**src/rtl/add_share_pkg.sv**
```systemverilog
// Shared types and constants for the time-shared 32-bit adder controller.
package add_share_pkg;

  localparam int WORD_W = 32;

  typedef enum logic [1:0] {
    IDLE = 2'd0,
    CALC = 2'd1,
    HOLD = 2'd2
  } state_e;

  // Mask covering bits [bits-1:0]; zero when bits is 0.
  function automatic logic [WORD_W-1:0] low_mask(input int bits);
    if (bits <= 0) return '0;
    return {WORD_W{1'b1}} >> (WORD_W - bits);
  endfunction

  // Single bit at position bits-1; zero when bits is 0.
  function automatic logic [WORD_W-1:0] top_bit(input int bits);
    if (bits <= 0) return '0;
    return WORD_W'(1) << (bits - 1);
  endfunction

endpackage

```
**src/rtl/add_share_ctrl_rca_32bits.sv**
```systemverilog
// Plain 32-bit ripple-carry adder used as the single shared arithmetic resource.
module rca_32bits
  import add_share_pkg::*;
(
  input  logic [WORD_W-1:0] a_i,
  input  logic [WORD_W-1:0] b_i,
  input  logic              cin_i,
  output logic [WORD_W-1:0] sum_o,
  output logic              cout_o
);

  logic [WORD_W:0] carry;

  assign carry[0] = cin_i;

  for (genvar i = 0; i < WORD_W; i++) begin : g_fa
    assign sum_o[i]    = a_i[i] ^ b_i[i] ^ carry[i];
    assign carry[i+1]  = (a_i[i] & b_i[i]) | (carry[i] & (a_i[i] ^ b_i[i]));
  end

  assign cout_o = carry[WORD_W];

endmodule

```
**src/rtl/add_share_ctrl.sv**
```systemverilog
// Round-robin front end sharing one ripple-carry adder among NREQ requesters.
// Define ADD_SHARE_LOA_EN for a lower-part-OR approximate adder over the low LOA_BITS bits.
module add_share_ctrl
  import add_share_pkg::*;
#(
  parameter int NREQ     = 4,
  parameter int LOA_BITS = 8
) (
  input  logic                     clk,
  input  logic                     rst_n,
  input  logic [NREQ-1:0]          req_valid,
  output logic [NREQ-1:0]          req_ready,
  input  logic [WORD_W*NREQ-1:0]   req_a,
  input  logic [WORD_W*NREQ-1:0]   req_b,
  input  logic [NREQ-1:0]          req_cin,
  output logic                     res_valid,
  input  logic                     res_ready,
  output logic [WORD_W-1:0]        res_sum,
  output logic                     res_cout,
  output logic [$clog2(NREQ)-1:0]  res_id,
  output logic                     busy
);

  localparam int IDW = $clog2(NREQ);
  localparam logic [IDW-1:0] PTR_RST = IDW'(NREQ - 1);

`ifdef ADD_SHARE_LOA_EN
  localparam bit LOA_EN = 1'b1;
`else
  localparam bit LOA_EN = 1'b0;
`endif

  localparam logic [WORD_W-1:0] LOA_MASK = LOA_EN ? low_mask(LOA_BITS) : '0;
  localparam logic [WORD_W-1:0] LOA_TOP  = LOA_EN ? top_bit(LOA_BITS)  : '0;
  localparam bit                USE_CIN  = (LOA_TOP == '0);

  state_e state_q, state_d;

  logic [IDW-1:0]    ptr_q;
  logic [WORD_W-1:0] a_q, b_q;
  logic              cin_q;
  logic [IDW-1:0]    id_q;

  logic [WORD_W-1:0] sum_q;
  logic              cout_q;
  logic [IDW-1:0]    rid_q;

  logic [WORD_W-1:0] a_arr [NREQ];
  logic [WORD_W-1:0] b_arr [NREQ];

  logic              gnt_found;
  logic [IDW-1:0]    gnt_idx;
  logic              xfer;

  logic              loa_carry;
  logic [WORD_W-1:0] rca_a, rca_b, rca_sum, calc_sum;
  logic              rca_cin, rca_cout;

  for (genvar i = 0; i < NREQ; i++) begin : g_unpack
    assign a_arr[i] = req_a[i*WORD_W +: WORD_W];
    assign b_arr[i] = req_b[i*WORD_W +: WORD_W];
  end

  // Round-robin search starting one past the last granted requester.
  always_comb begin
    int cand;
    gnt_found = 1'b0;
    gnt_idx   = '0;
    cand      = 0;
    for (int k = 1; k <= NREQ; k++) begin
      cand = int'(ptr_q) + k;
      if (cand >= NREQ) cand = cand - NREQ;
      if (!gnt_found && req_valid[cand[IDW-1:0]]) begin
        gnt_found = 1'b1;
        gnt_idx   = cand[IDW-1:0];
      end
    end
  end

  assign xfer = (state_q == IDLE) && gnt_found;

  always_ff @(posedge clk or negedge rst_n) begin
    if (!rst_n) state_q <= IDLE;
    else        state_q <= state_d;
  end

  always_comb begin
    state_d = state_q;
    unique case (state_q)
      IDLE:    if (gnt_found) state_d = CALC;
      CALC:    state_d = HOLD;
      HOLD:    if (res_ready) state_d = IDLE;
      default: state_d = IDLE;
    endcase
  end

  // req_ready is gated by rst_n so it drops the moment reset asserts.
  always_comb begin
    req_ready = '0;
    if (rst_n && xfer) req_ready[gnt_idx] = 1'b1;
    res_valid = (state_q == HOLD);
    busy      = (state_q != IDLE);
  end

  always_ff @(posedge clk or negedge rst_n) begin
    if (!rst_n) begin
      ptr_q <= PTR_RST;
      a_q   <= '0;
      b_q   <= '0;
      cin_q <= 1'b0;
      id_q  <= '0;
    end else if (xfer) begin
      ptr_q <= gnt_idx;
      a_q   <= a_arr[gnt_idx];
      b_q   <= b_arr[gnt_idx];
      cin_q <= req_cin[gnt_idx];
      id_q  <= gnt_idx;
    end
  end

  // LOA: zero the low part, and plant a[L-1]&b[L-1] on bit L-1 of both operands
  // so the adder's own carry out of that bit becomes the approximate carry-in.
  always_comb begin
    loa_carry = |(a_q & b_q & LOA_TOP);
    rca_a     = (a_q & ~LOA_MASK) | (loa_carry ? LOA_TOP : '0);
    rca_b     = (b_q & ~LOA_MASK) | (loa_carry ? LOA_TOP : '0);
    rca_cin   = USE_CIN ? cin_q : 1'b0;
    calc_sum  = (rca_sum & ~LOA_MASK) | ((a_q | b_q) & LOA_MASK);
  end

  rca_32bits u_rca (
    .a_i    (rca_a),
    .b_i    (rca_b),
    .cin_i  (rca_cin),
    .sum_o  (rca_sum),
    .cout_o (rca_cout)
  );

  always_ff @(posedge clk or negedge rst_n) begin
    if (!rst_n) begin
      sum_q  <= '0;
      cout_q <= 1'b0;
      rid_q  <= '0;
    end else if (state_q == CALC) begin
      sum_q  <= calc_sum;
      cout_q <= rca_cout;
      rid_q  <= id_q;
    end
  end

  assign res_sum  = sum_q;
  assign res_cout = cout_q;
  assign res_id   = rid_q;

endmodule

```
**config.mk**
```make
export PLATFORM = sky130hd
export DESIGN_NAME = add_share_ctrl
export DESIGN_NICKNAME = d
export VERILOG_FILES = /design/src/rtl/add_share_pkg.sv /design/src/rtl/add_share_ctrl_rca_32bits.sv /design/src/rtl/add_share_ctrl.sv
export SDC_FILE = /design/constraint.sdc
export NUM_CORES = 1
export LEC_CHECK = 0
export CORE_AREA = 2 2 117 130
export CTS_CLUSTER_SIZE = 40
export DETAILED_ROUTE_END_ITERATION = 8
export DIE_AREA = 0 0 119 132
export GPL_ROUTABILITY_DRIVEN = 0
export PLACE_DENSITY_LB_ADDON = 0.15
export SETUP_SLACK_MARGIN = 0.02
export SLEW_MARGIN = 40
export SYNTH_ARGS = -nofsm -noshare
export SYNTH_HDL_FRONTEND = slang
export SYNTH_SLANG_ARGS = --single-unit
export TNS_END_PERCENT = 10
```
**constraint.sdc**
```tcl
create_clock -name clk -period 33.1 [get_ports clk]
set_clock_uncertainty 0.05 [all_clocks]
set_input_delay 6.62 -clock clk [delete_from_list [all_inputs] [get_ports clk]]
set_output_delay 6.62 -clock clk [all_outputs]
set_load 0.03 [all_outputs]
```
==> results.json <==
{
  "via_per_inst": 5.612,
  "status": "complete, no violations",
  "p_per_area_mw_per_mm2": 88.79,
  "cts-root-buf": "clkbuf_16",
  "setup_violations": 0,
  "yosys-top-cells-count": "104 x dfrtp_1, 69 x nand2_1, 67 x nor2_1",
  "wl_per_cell_microns": 19.97,
  "drive_gt1_frac": 0.1192,
  "n_fill_cell": 1092,
  "ys_seq_area_frac": 0.4162,
  "p_leak_nw": 3.724,
  "floorplan.initialDensity": 0.4451,
  "dp_hpwl_microns": 16330,
  "core_sq_mm": 0.01433,
  "area_growth_pct": 52.88,
  "cts.sinks": 106,
  "highest_layer": "met4",
  "synth_seq_cells": 106,
  "cts-buffers-inserted": 9,
  "fin_crit_ns": 16.22,
  "synthAdderAreaFrac": 0.1004,
  "maxSlewViolCount": 0,
  "die_area_sq_mm": 0.01571,
  "post-route-cell-area_sq_mm": 0.009752,
  "endpoint_kind": "primary output",
  "finish.utilization": 0.6805,
  "synth_top_area_cell": "dfrtp_1",
  "yosysTopAreaCellShare": 0.4080,
  "drt-met1-wl_microns": 8286,
  "drt_wl_total_microns": 21430,
  "h-tree-depth": 3,
  "synth_top_family_by_area": "compound AO/OA/AOI/OAI gates",
  "first_pass_iters": 5,
  "yosysMostFrequentCell": "dfrtp_1",
  "synthArstFlopShare": 1.000,
  "ios": 308,
  "grt_max_degree": 69,
  "slew_headroom": 0.5349,
  "cts_tree": "yes",
  "grt_pass1_vias": 6431,
  "synth_edf_count": 0,
  "cp.arrival_ns": 9.55,
  "finalWorstSetupSlack_ns": 16.89,
  "syn_avg_cell_area_sq_um": 10.49,
  "yosysWarnings": 0,
  "dpl_cell_area_sq_mm": 0.009455,
  "port_buffers": 307,
  "netlist_top_cells_area": "dfrtp_1 41%, fa_1 10%, a221oi_2 9.2%",
  "cp_max_fo": 67,
  "final_nets": 1175,
  "synth_ff_type": "dfrtp_1",
  "maxCapViolations": 0,
  "hold_path_class": "flop to flop",
  "register_area_sq_mm": 0.002655,
  "cp-start-kind": "input pin",
  "grtUsageTotal": 0.2750,
  "grt_pass1_wl_microns": 34140,
  "cts-resized-gates": 0,
  "dpl_worst_slack_ns": 16.87,
  "setup-tns-final_ns": 0,
  "fmax_ghz": 0.06167,
  "drtAntennaViolNets": 0,
  "synthSimpleGateAreaFrac": 0.09102,
  "cp.required_ns": 26.43,
  "fp-row-count": 46,
  "insertion_delay_ns": 0.33,
  "clk_pin_slew_ns": 0.06,
  "cts_setup_buffers": 0,
  "reg2reg_slack_ns": 19.69,
  "hold_viol": 0,
  "synth_nets": 907,
  "diodes": 0,
  "drc": 0,
  "finalCritPeriodShare": 0.4899,
  "die_x_microns": 119,
  "multiInputGateArea_sq_mm": 0.003369,
  "antenna_found_initial": 0,
  "synthMuxAreaShare": 0.05806,
  "initialDrtViolationCount": 380,
  "vias": 6022,
  "max-vdd-ir-drop_mv": 0.04368,
  "die_y_microns": 132,
  "rsz0062_at_grt": "false",
  "gr-total-overflow": 0,
  "clock_path_buffers": 2,
  "synth-compound-area-share": 0.2732,
  "post_synth_num_cell_types": 37,
  "wl_met3_microns": 1355,
  "wl_met2_microns": 11070,
  "tightest_slew_ns": 0.6976,
  "hold_buffers": 0,
  "synth_xor_area_frac": 0,
  "synth_area_sq_mm": 0.006379,
  "critPathKind": "input pin to primary output",
  "synth_cells": 608
}
stage by stage:
stage          power, mW  instances  hold slack (ns)
4_1_cts           0.8741       1073           0.4394
3_5_place_dp      0.7651       1057           0.4251
6_report          0.8659       1073           0.4351
5_1_grt           0.9376       1073           0.4425
3_3_place_gp      0.7424       1056           0.4085
2_1_floorplan     0.5839        608           0.3958
report_power, final:
| group | switching [mW] | total, mW | internal, mW |
|---|---|---|---|
| combinational | 0.277 | 0.506 | 0.228 |
| sequential | 0.0566 | 0.258 | 0.202 |
| clock | 0.0448 | 0.102 | 0.0572 |
logic make-up (layout without fill, tap and decap cells):
| kind of cell | after synthesis | count (layout) |
|---|---|---|
| mux | 33 | 33 |
| simple gates | 147 | 147 |
| compound gates | 220 | 220 |
| fa+ha+maj | 32 | 32 |
| buf+inv | 70 | 343 |
| flops | 106 | 106 |
cell usage in the layout (no fill, tap or decap), drive strengths merged, types with 3 or more instances in the layout:
| master | count |
|---|---|
| a221oi | 65 |
| a21oi | 3 |
| mux2 | 32 |
| o21ai | 71 |
| a32oi | 4 |
| nand2 | 69 |
| nor2 | 67 |
| a31oi | 61 |
| inv | 12 |
| fa | 32 |
| clkbuf | 13 |
| clkinvlp | 3 |
| nand2b | 4 |
| o211a | 3 |
| dfrtp | 104 |
| a21o | 3 |
| buf | 9 |
| clkdlybuf4s50 | 306 |
| and3 | 3 |
registers in the layout, indices dropped and copies added (netlist names):
signal / cells
a_q: 32
b_q: 32
res_sum: 32
id_q: 2
ptr_q: 2
res_id: 2
state_q: 2
cin_q: 1
res_cout: 1
cell type report:
cell class | count | share of cell area
timing repair buffer | 315 | 0.3227
clock buffer | 13 | 0.02771
sequential | 106 | 0.2723
multi-input combinational | 432 | 0.3455
tap | 192 | 0.02463
clock inverter | 3 | 0.002309
inverter | 12 | 0.004876
routing by layer:
layer / vias to the layer above / track usage
met4: 0 / 0.09259
li1: 2783 / -
met3: 41 / 0.05666
met1: 2909 / 0.3300
met2: 289 / 0.4901
met5: - / 0
worst paths after layout:
path,start,end,depth (start not counted)
max in group asynchronous,rst_n,res_sum[0],2
min in group asynchronous,rst_n,a_q[12],1
worst max-delay path,req_valid[0],req_ready[1],7
worst min-delay path,id_q[1],id_q[1],1
worst min register to register,id_q[1],id_q[1],1
worst max register to register,a_q[0],res_sum[31],36
worst max-delay path, stage by stage:
cell and delay, ns:
clkdlybuf4s50_1 0.65, nor2_1 0.15, a21o_4 0.38, buf_12 0.25, inv_4 0.52, and3_1 0.27
clkdlybuf4s50_1 0.67
Power figures use the tool's default switching activity.
